[src/rtl/cdb_arbiter_pkg.sv]
// Shared types and constants for the CDB arbiter and its per-source FIFOs.
package cdb_arbiter_pkg;

   localparam int CDB_DEPTH = 4;
   localparam int NICK_W    = 5;
   localparam int DATA_W    = 32;
   localparam int ADDR_W    = 32;

   typedef enum logic {
      SRC_EX  = 1'b0,
      SRC_SLB = 1'b1
   } cdb_src_e;

   typedef struct packed {
      logic [NICK_W-1:0] nick;
      logic [DATA_W-1:0] dt;
      logic              ac;
      logic [ADDR_W-1:0] j_pc;
   } cdb_entry_t;

endpackage

[src/rtl/cdb_arbiter_fifo.sv]
// Single-source result FIFO: push/pop/flush, head peek, count, full and empty.
// The count is the only source of full/empty; head/tail wrap modulo DEPTH.
module cdb_arbiter_fifo
   import cdb_arbiter_pkg::*;
#(
   parameter int DEPTH = CDB_DEPTH,
   parameter int PTR_W = 2
) (
   input  logic             clk,
   input  logic             rst,
   input  logic             en,
   input  logic             flush,
   input  logic             push,
   input  cdb_entry_t       din,
   input  logic             pop,
   output cdb_entry_t       head,
   output logic [PTR_W:0]   count,
   output logic             full,
   output logic             empty
);

   cdb_entry_t       mem_r [DEPTH];
   logic [PTR_W-1:0] head_r;
   logic [PTR_W-1:0] tail_r;
   logic [PTR_W:0]   count_r;
   logic             push_ok_s;
   logic             pop_ok_s;

   assign full      = (count_r == (PTR_W+1)'(DEPTH));
   assign empty     = (count_r == (PTR_W+1)'(0));
   assign count     = count_r;
   assign head      = mem_r[head_r];
   // A push into a full FIFO is dropped even if a pop happens on the same edge.
   assign push_ok_s = push && !full;
   assign pop_ok_s  = pop && !empty;

   // Pointer and occupancy bookkeeping.
   always_ff @(posedge clk) begin
      if (rst) begin
         head_r  <= '0;
         tail_r  <= '0;
         count_r <= '0;
      end else if (en) begin
         if (flush) begin
            head_r  <= '0;
            tail_r  <= '0;
            count_r <= '0;
         end else begin
            if (push_ok_s) begin
               tail_r <= tail_r + PTR_W'(1);
            end
            if (pop_ok_s) begin
               head_r <= head_r + PTR_W'(1);
            end
            case ({push_ok_s, pop_ok_s})
               2'b10:   count_r <= count_r + (PTR_W+1)'(1);
               2'b01:   count_r <= count_r - (PTR_W+1)'(1);
               default: count_r <= count_r;
            endcase
         end
      end
   end

   // Entry storage; contents are don't-care while the slot is unoccupied.
   always_ff @(posedge clk) begin
      if (en && !flush && push_ok_s) begin
         mem_r[tail_r] <= din;
      end
   end

endmodule

[src/rtl/cdb_arbiter.sv]
// Arbitrates EX and SLB results onto the registered common data bus.
// Define CDB_SLB_PRIO_EN for fixed SLB priority instead of round-robin.
module cdb_arbiter
   import cdb_arbiter_pkg::*;
#(
   parameter int DEPTH = CDB_DEPTH,
   parameter int PTR_W = 2
) (
   input  logic              clk,
   input  logic              rst,
   input  logic              rdy,
   input  logic              iROB_clr,
   input  logic              iEX_en,
   input  logic [NICK_W-1:0] iEX_nick,
   input  logic [DATA_W-1:0] iEX_dt,
   input  logic              iEX_ac,
   input  logic [ADDR_W-1:0] iEX_j_pc,
   output logic              oEX_full,
   input  logic              iSLB_en,
   input  logic [NICK_W-1:0] iSLB_nick,
   input  logic [DATA_W-1:0] iSLB_dt,
   output logic              oSLB_full,
   output logic              oCDB_en,
   output logic [NICK_W-1:0] oCDB_nick,
   output logic [DATA_W-1:0] oCDB_dt,
   output logic              oCDB_ac,
   output logic [ADDR_W-1:0] oCDB_j_pc,
   output logic              oCDB_src,
   output logic              oERR
);

   cdb_entry_t     ex_in_s, slb_in_s, ex_head_s, slb_head_s, win_s;
   logic           ex_empty_s, ex_full_s, slb_empty_s, slb_full_s;
   logic [PTR_W:0] ex_count_s, slb_count_s;
   logic           ex_cand_s, slb_cand_s;
   logic           grant_ex_s, grant_slb_s, grant_s;
   logic           ex_push_s, ex_pop_s, slb_push_s, slb_pop_s;
   logic           active_s;
   cdb_entry_t     cdb_r;
   cdb_src_e       cdb_src_r;
   logic           cdb_en_r;
   logic           err_r;

   assign ex_in_s  = '{nick: iEX_nick, dt: iEX_dt, ac: iEX_ac, j_pc: iEX_j_pc};
   assign slb_in_s = '{nick: iSLB_nick, dt: iSLB_dt, ac: 1'b0, j_pc: 32'd0};
   assign active_s = rdy && !iROB_clr;

`ifndef CDB_SLB_PRIO_EN
   // Source that wins the next conflict; it points away from the last winner.
   cdb_src_e rr_ptr_r;

   // Round-robin pointer, moved only when something is granted.
   always_ff @(posedge clk) begin
      if (rst) begin
         rr_ptr_r <= SRC_EX;
      end else if (active_s && grant_s) begin
         rr_ptr_r <= grant_ex_s ? SRC_SLB : SRC_EX;
      end
   end
`endif

   // Candidate selection, grant decision and bypass/queue steering.
   always_comb begin
      grant_ex_s  = 1'b0;
      grant_slb_s = 1'b0;
      ex_cand_s   = !ex_empty_s || iEX_en;
      slb_cand_s  = !slb_empty_s || iSLB_en;
      if (ex_cand_s && slb_cand_s) begin
`ifdef CDB_SLB_PRIO_EN
         grant_slb_s = 1'b1;
`else
         if (rr_ptr_r == SRC_EX) begin
            grant_ex_s = 1'b1;
         end else begin
            grant_slb_s = 1'b1;
         end
`endif
      end else if (ex_cand_s) begin
         grant_ex_s = 1'b1;
      end else if (slb_cand_s) begin
         grant_slb_s = 1'b1;
      end else begin
         grant_ex_s  = 1'b0;
         grant_slb_s = 1'b0;
      end
      grant_s = grant_ex_s || grant_slb_s;

      if (grant_slb_s) begin
         win_s = slb_empty_s ? slb_in_s : slb_head_s;
      end else begin
         win_s = ex_empty_s ? ex_in_s : ex_head_s;
      end

      // A granted result from an empty FIFO goes straight to the bus.
      ex_pop_s   = grant_ex_s && !ex_empty_s;
      slb_pop_s  = grant_slb_s && !slb_empty_s;
      ex_push_s  = iEX_en && !(grant_ex_s && ex_empty_s);
      slb_push_s = iSLB_en && !(grant_slb_s && slb_empty_s);
   end

   cdb_arbiter_fifo #(.DEPTH(DEPTH), .PTR_W(PTR_W)) u_fifo_ex (
      .clk   (clk),
      .rst   (rst),
      .en    (rdy),
      .flush (iROB_clr),
      .push  (ex_push_s),
      .din   (ex_in_s),
      .pop   (ex_pop_s),
      .head  (ex_head_s),
      .count (ex_count_s),
      .full  (ex_full_s),
      .empty (ex_empty_s)
   );

   cdb_arbiter_fifo #(.DEPTH(DEPTH), .PTR_W(PTR_W)) u_fifo_slb (
      .clk   (clk),
      .rst   (rst),
      .en    (rdy),
      .flush (iROB_clr),
      .push  (slb_push_s),
      .din   (slb_in_s),
      .pop   (slb_pop_s),
      .head  (slb_head_s),
      .count (slb_count_s),
      .full  (slb_full_s),
      .empty (slb_empty_s)
   );

   // Registered CDB; data fields hold when nothing is granted.
   always_ff @(posedge clk) begin
      if (rst) begin
         cdb_en_r  <= 1'b0;
         cdb_r     <= '0;
         cdb_src_r <= SRC_EX;
      end else if (rdy) begin
         if (iROB_clr) begin
            cdb_en_r <= 1'b0;
         end else if (grant_s) begin
            cdb_en_r  <= 1'b1;
            cdb_r     <= win_s;
            cdb_src_r <= grant_slb_s ? SRC_SLB : SRC_EX;
         end else begin
            cdb_en_r <= 1'b0;
         end
      end
   end

   // Sticky overflow: a push attempted into a full FIFO.
   always_ff @(posedge clk) begin
      if (rst) begin
         err_r <= 1'b0;
      end else if (active_s && ((ex_push_s && ex_full_s) || (slb_push_s && slb_full_s))) begin
         err_r <= 1'b1;
      end
   end

   assign oEX_full  = (ex_count_s >= (PTR_W+1)'(DEPTH-1));
   assign oSLB_full = (slb_count_s >= (PTR_W+1)'(DEPTH-1));
   assign oCDB_en   = cdb_en_r;
   assign oCDB_nick = cdb_r.nick;
   assign oCDB_dt   = cdb_r.dt;
   assign oCDB_ac   = cdb_r.ac;
   assign oCDB_j_pc = cdb_r.j_pc;
   assign oCDB_src  = cdb_src_r;
   assign oERR      = err_r;

endmodule
[config.mk]
export PLATFORM = sky130hd
export DESIGN_NAME = cdb_arbiter
export DESIGN_NICKNAME = d
export VERILOG_FILES = /design/src/rtl/cdb_arbiter_pkg.sv /design/src/rtl/cdb_arbiter_fifo.sv /design/src/rtl/cdb_arbiter.sv
export SDC_FILE = /design/constraint.sdc
export NUM_CORES = 1
export LEC_CHECK = 0
export ABC_AREA = 1
export CAP_MARGIN = 30
export CORE_ASPECT_RATIO = 0.75
export CORE_MARGIN = 2
export CORE_UTILIZATION = 52
export CTS_CLUSTER_DIAMETER = 50
export DETAILED_ROUTE_END_ITERATION = 8
export GPL_ROUTABILITY_DRIVEN = 0
export HOLD_SLACK_MARGIN = 0.02
export PLACE_DENSITY_LB_ADDON = 0.12
export SLEW_MARGIN = 20
export SYNTH_ARGS = -nofsm -noshare
export SYNTH_HDL_FRONTEND = slang
export SYNTH_SLANG_ARGS = --single-unit
[constraint.sdc]
create_clock -name clk -period 4.63 [get_ports clk]
set_input_delay 0.926 -clock clk [delete_from_list [all_inputs] [get_ports clk]]
set_output_delay 0.926 -clock clk [all_outputs]
set_load 0.05 [all_outputs]
==> flow_metrics.py, run 1 <==
metrics = {
    "hold_path": {
        "hold_start": "oCDB_j_pc[29]",
        "whs_endpoint": "oCDB_j_pc[29]",
        "worstHoldPathType": "reg2reg",
        "hold_depth": 2,
    },
    "global_route": {
        "grt_max_degree": 79,
        "grt_pass1_vias": 13910,
        "antenna_found_initial": 2,
        "grt_use_total_pct": 24.38,
        "overflow": 0,
        "grt_pass1_wl_mm": 79.38,
    },
    "worst_setup_path": {
        "required_ns": 3.70,
        "crit_type": "reg2out",
        "cp-start-kind": "flip-flop",
        "rrSetupSlack_ns": 1.84,
        "cp_top_family": "buffers and inverters",
        "crit_arrival_ns": 2.40,
        "crit_buf_inv": 2,
        "cp_slowest_cell": "clkdlybuf4s50_1",
        "ff2ff_path_depth": 10,
        "critPathCaptureType": "output pin",
        "slowest_delay_ns": 0.92,
        "path_cells": "inv_1 -> o21ai_0 -> clkdlybuf4s50_1",
        "r2r-start": "u_fifo_ex.count[2]",
        "critPathMaxFanout": 4,
        "r2r_end": "oCDB_j_pc[2]",
    },
    "sta": {
        "setup-violations-final": 0,
        "fin_crit_sh_pct": 71.93,
        "fin_crit_ns": 3.330,
        "layout_setup_ws_ns": 1.300,
        "max_slew_margin_pct": 36.11,
        "setup_tns_ns": 0,
        "hold_violations": 0,
        "rsz0062_at_grt": "no",
        "clock_skew_ns": 0.02413,
        "slew_viol_final": 0,
        "max_freq_ghz": 0.3003,
        "worstMarginPinSlew_ns": 0.9584,
    },
    "final_layout": {
        "fillers": 3102,
        "fin_util_pct": 62.85,
        "layout-area-overhead-vs-synth_pct": 19.43,
        "drive_above_1_share_pct": 8.431,
        "final_nets": 2038,
    },
    "power_and_ir_drop": {
        "total_power_mw": 10.54,
        "p_per_area_mw_per_mm2": 425.7,
        "p_leak_nw": 8.338,
        "ir_drop_uv": 396.5,
    },
    "yosys": {
        "netlist_top_cells_area": "edfxtp_1, dfxtp_1, nor2_1",
        "yosys_warnings": 0,
        "synth-main-ff-cell": "edfxtp_1",
        "ys_async_sr_fraction_pct": 0,
        "synthesis.nets": 1886,
        "yosysMostFrequentCell": "edfxtp_1",
        "synth_seq_cells": 520,
        "syn-instance-count": 1763,
        "ys_types": 39,
        "syn_avg_cell_area_um2": 11.76,
        "ys_seq_area_share_pct": 70.85,
        "synthesis.area_mm2": 0.02074,
        "synthTopCellsByCount": "edfxtp_1, nor2_1, o21ai_0",
        "yosys.area.top_type": "edfxtp_1",
        "synth_top_area_share_pct": 61.97,
        "synth_edf_count": 428,
    },
    "cts": {
        "cts_buffers": 50,
        "cts-htree-levels": 2,
        "cts_tree": "built",
        "cts_root_buffer": "clkbuf_16",
        "cts_sinks": 520,
        "clkTransAtPathRegs_ns": 0.07,
        "cts.repair.resized": 0,
        "clk_path_buf_depth": 3,
        "cts_hold_buffers": 0,
        "clkLatencyLatePin_ns": 0.57,
        "postCtsSetupBuffers": 0,
    },
    "detailed_routing": {
        "viasPerCell": 5.757,
        "ant_nets": 0,
        "drtIter0Drc": 1339,
        "drt_first_pass_iters": 5,
        "routedWlPerCell_um": 20.51,
        "drc": 0,
        "routed-via-count": 14270,
        "routed_wl_mm": 50.83,
    },
    "floorplanning": {
        "design.core.area_mm2": 0.03941,
        "placementRows": 63,
        "ioPinCount": 188,
        "die_w_um": 234.6,
        "die_y_um": 177.0,
        "start_util_pct": 52.63,
        "die_area_mm2": 0.04152,
    },
    "placement": {
        "port_buffers": 187,
        "place_ws_ns": 0.8923,
        "dp_hpwl_mm": 29.77,
    },
    "run": {
        "cap_violations": 0,
    },
    "outcome": {
        "outcome": "completed",
    },
}
## worst reg2reg max path, delay by kind of cell, from the launching register on
kind / cells / cell delay, ns
and+or+nand+nor: 6 / 1.21
buffers and inverters: 3 / 0.95
DFF: 1 / 0.48
AOI/OAI and AO/OA: 1 / 0.06
## how the worst max path moves through the flow
stage / start / endpoint / slack, ns / cells after the start
3_5_place_dp: iSLB_en / oCDB_j_pc[2] / 0.89 / 10
4_1_cts: u_fifo_ex.count[0] / oEX_full / 1.37 / 3
3_3_place_gp: iSLB_en / oCDB_j_pc[11] / 0.96 / 10
2_1_floorplan: iROB_clr / u_fifo_ex.mem_r[0][0] / -0.40 / 6
5_1_grt: u_fifo_ex.count[0] / oEX_full / 1.26 / 3
6_report: u_fifo_ex.count[0] / oEX_full / 1.30 / 3
## cell usage in the layout, fill, tap and decap left out, types with 9 or more instances in the layout
master           synthesis  final
nor3_1                  18     18
o221ai_1                28     28
ha_1                    10     10
nor3_2                  15     15
o21ai_1                  9      9
nor2_1                 322    314
a31oi_1                 26     26
a21oi_1                108    108
clkinv_2                 0     13
clkbuf_1                82      9
edfxtp_1               428    428
o21ai_0                216    216
nand2_1                139    139
nand3_1                 56     56
buf_4                    0     27
o22ai_1                 37     37
clkinv_1                 1      9
nor2_4                   3     11
dfxtp_1                 92     89
inv_1                   49     47
clkbuf_16                0     53
o211ai_1                45     45
clkdlybuf4s50_1          0    186
## stage by stage
| stage | cell area (um^2) | hold slack [ns] | cells |
|---|---|---|---|
| 4_1_cts | 24770 | 0.4916 | 2477 |
| 6_report | 24770 | 0.4906 | 2479 |
| 3_3_place_gp | 23080 | 0.4778 | 2382 |
| 2_1_floorplan | 20740 | 0.4524 | 1763 |
| 3_5_place_dp | 23110 | 0.4749 | 2383 |
| 5_1_grt | 24770 | 0.5166 | 2479 |
## cell type report
| type | instances | area (um^2) | area share (%) |
|---|---|---|---|
| sequential | 520 | 14700 | 59.34 |
| multi-input combinational | 1069 | 5399 | 21.80 |
| timing repair buffer | 217 | 2137 | 8.627 |
| clock buffer | 67 | 1429 | 5.768 |
| tap | 520 | 650.6 | 2.627 |
| clock inverter | 27 | 230.2 | 0.9294 |
| inverter | 57 | 220.2 | 0.8890 |
| antenna | 2 | 5.005 | 0.02020 |
## metal layers
layer / up-vias / routed length [um] / part of all wire, % / global-route usage [%]
met5: - / 0 / 0 / 0
met4: 0 / 1346 / 2.6 / 7.358
met3: 87 / 3136 / 6.2 / 3.306
met2: 510 / 23730 / 47 / 39.08
met1: 6969 / 22620 / 44 / 35.07
li1: 6706 / - / - / -
## where the power goes
group | total, mW | switching [mW] | internal, mW
logic | 1.24 | 0.839 | 0.397
clock network | 4.09 | 1.70 | 2.39
registers | 5.22 | 0.0684 | 5.15
## sequential cells by signal, summed over array words and instances, names as in the netlist, 2 cells and up, named ones only
signal	cells
oCDB_nick	5
u_fifo_ex.mem_r	280
oCDB_dt	32
u_fifo_slb.mem_r	148
oCDB_j_pc	32
u_fifo_slb.head_r	2
u_fifo_ex.head_r	2
u_fifo_ex.tail_r	2
u_fifo_ex.count	3
u_fifo_slb.count	3
u_fifo_slb.tail_r	2
## cells by family (layout without fill, tap and decap cells)
| kind of cell | count (synthesis) | after routing | synth area share, % |
|---|---|---|---|
| compound gates | 485 | 485 | 13.39 |
| fa+ha+maj | 10 | 10 | 0.6032 |
| simple gates | 573 | 573 | 11.70 |
| flops | 520 | 520 | 70.85 |
| xor+xnor | 1 | 1 | 0.04223 |
| other cells | 0 | 2 | 0 |
| buf+inv | 174 | 368 | 3.414 |
(Power assumes the default switching activity.)
==> run 2, diff against run 1 <==
CORE_UTILIZATION = 55   (was 52)
clock period = 3.4 ns   (was 4.63 ns; I/O delays follow)
==> flow_metrics.py, run 2 (same netlist as run 1, synthesis figures left out) <==
metrics = {
    "outcome": {
        "outcome": "completed",
    },
    "worst_setup_path": {
        "critPathMaxFanout": 6,
        "critPathCaptureType": "output pin",
        "cp-start-kind": "flip-flop",
        "required_ns": 2.72,
        "crit_type": "reg2out",
        "crit_arrival_ns": 2.10,
    },
    "final_layout": {
        "top_register": "u_fifo_ex.mem_r",
        "final_nets": 2049,
        "top_regs": "u_fifo_ex.mem_r (280), u_fifo_slb.mem_r (148)",
        "mostFrequentLayoutCells": "edfxtp_1, nor2_1, o21ai_0, clkdlybuf4s50_1, nand2_1",
        "drive_above_1_share_pct": 8.550,
        "layout-area-overhead-vs-synth_pct": 20.11,
        "largest_reg_flops": 280,
        "final_common_cell": "edfxtp_1",
    },
    "cts": {
        "clkTransAtPathRegs_ns": 0.06,
        "cts_sinks": 520,
        "cts-htree-levels": 2,
        "cts.repair.resized": 0,
        "clk_path_buf_depth": 3,
        "cts_root_buffer": "clkbuf_16",
        "cts_tree": "built",
        "clkLatencyLatePin_ns": 0.57,
        "postCtsSetupBuffers": 0,
        "cts_hold_buffers": 0,
        "cts_buffers": 49,
    },
    "detailed_routing": {
        "drc": 0,
        "ant_nets": 0,
        "viasPerCell": 5.807,
        "routedWlPerCell_um": 20.37,
        "drt_first_pass_iters": 6,
        "routed-via-count": 14370,
        "drtIter0Drc": 1445,
        "routed_wl_mm": 50.40,
    },
    "sta": {
        "rsz0062_at_grt": "no",
        "layout_setup_ws_ns": 0.6178,
        "max_slew_margin_pct": 41.08,
        "worstMarginPinSlew_ns": 0.8838,
        "fin_crit_ns": 2.782,
        "fin_crit_sh_pct": 81.83,
        "max_freq_ghz": 0.3594,
        "clock_skew_ns": 0.02469,
        "slew_viol_final": 0,
        "hold_violations": 0,
        "setup_tns_ns": 0,
        "setup-violations-final": 0,
    },
    "power_and_ir_drop": {
        "p_leak_nw": 8.379,
        "p_per_area_mw_per_mm2": 571.7,
        "ir_drop_uv": 411.0,
    },
    "global_route": {
        "overflow": 0,
        "antenna_found_initial": 4,
        "grt_pass1_wl_mm": 76.67,
        "grt_pass1_vias": 13790,
        "grt_max_degree": 141,
        "grt_use_total_pct": 25.15,
    },
    "floorplanning": {
        "die_y_um": 172.2,
        "placementRows": 61,
        "die_w_um": 228.2,
        "start_util_pct": 55.92,
        "ioPinCount": 188,
        "die_area_mm2": 0.03930,
        "design.core.area_mm2": 0.03709,
    },
    "placement": {
        "place_ws_ns": 0.1753,
        "port_buffers": 187,
        "dp_hpwl_mm": 29.46,
    },
    "hold_path": {
        "worstHoldPathType": "reg2reg",
    },
    "run": {
        "cap_violations": 0,
    },
}
run 2: power by group:
part	switching, mW	total (mW)	leakage, nW	internal [mW]
registers	0.0681	7.08	4.61	7.01
clock network	2.28	5.43	0.771	3.16
logic	1.17	1.73	3.00	0.556
run 2: worst paths after layout:
path                                           from                      to  slack, ns  cells past startpoint
worst min register to register             rr_ptr_r                rr_ptr_r       0.48                      2
worst max-delay path             u_fifo_ex.count[2]                oEX_full       0.62                      3
worst max register to register  u_fifo_slb.count[2]  u_fifo_ex.mem_r[3][30]       1.01                      9
worst min-delay path                       rr_ptr_r                rr_ptr_r       0.48                      2
run 2: layout make-up:
| type | count | area [um^2] |
|---|---|---|
| flip-flops and latches | 520 | 14700 |
| fillers | 2754 | 12180 |
| multi-input cells | 1069 | 5401 |
| repair buffers | 229 | 2357 |
| clock buffers | 74 | 1403 |
| well taps | 504 | 630.6 |
| inverters | 57 | 217.7 |
| clock inverters | 16 | 190.2 |
| diodes | 5 | 12.51 |
run 2: critical path, cell delays in order (launching register included):
cell	delay, ns
dfxtp_1	0.47
inv_2	0.11
o21ai_0	0.11
clkdlybuf4s50_1	0.84
run 2: per-layer routing:
metal | GRT usage, % | vias up | wire (um)
met1 | 34.77 | 6963 | 21750
li1 | - | 6726 | -
met4 | 8.014 | 0 | 1329
met3 | 4.304 | 85 | 3400
met2 | 41.24 | 592 | 23920
met5 | 0 | - | 0
run 2: per-stage QoR:
stage	utilization [%]	cell area (um^2)	hold WS (ns)	total power, mW	std cells
6_report	67.16	24910	0.4812	14.24	2474
5_1_grt	67.15	24910	0.5077	14.69	2472
4_1_cts	67.07	24880	0.4842	14.30	2468
3_5_place_dp	62.78	23290	0.4737	8.930	2378
3_3_place_gp	62.78	23290	0.4676	8.902	2378
2_1_floorplan	-	20760	0.4524	8.242	1763
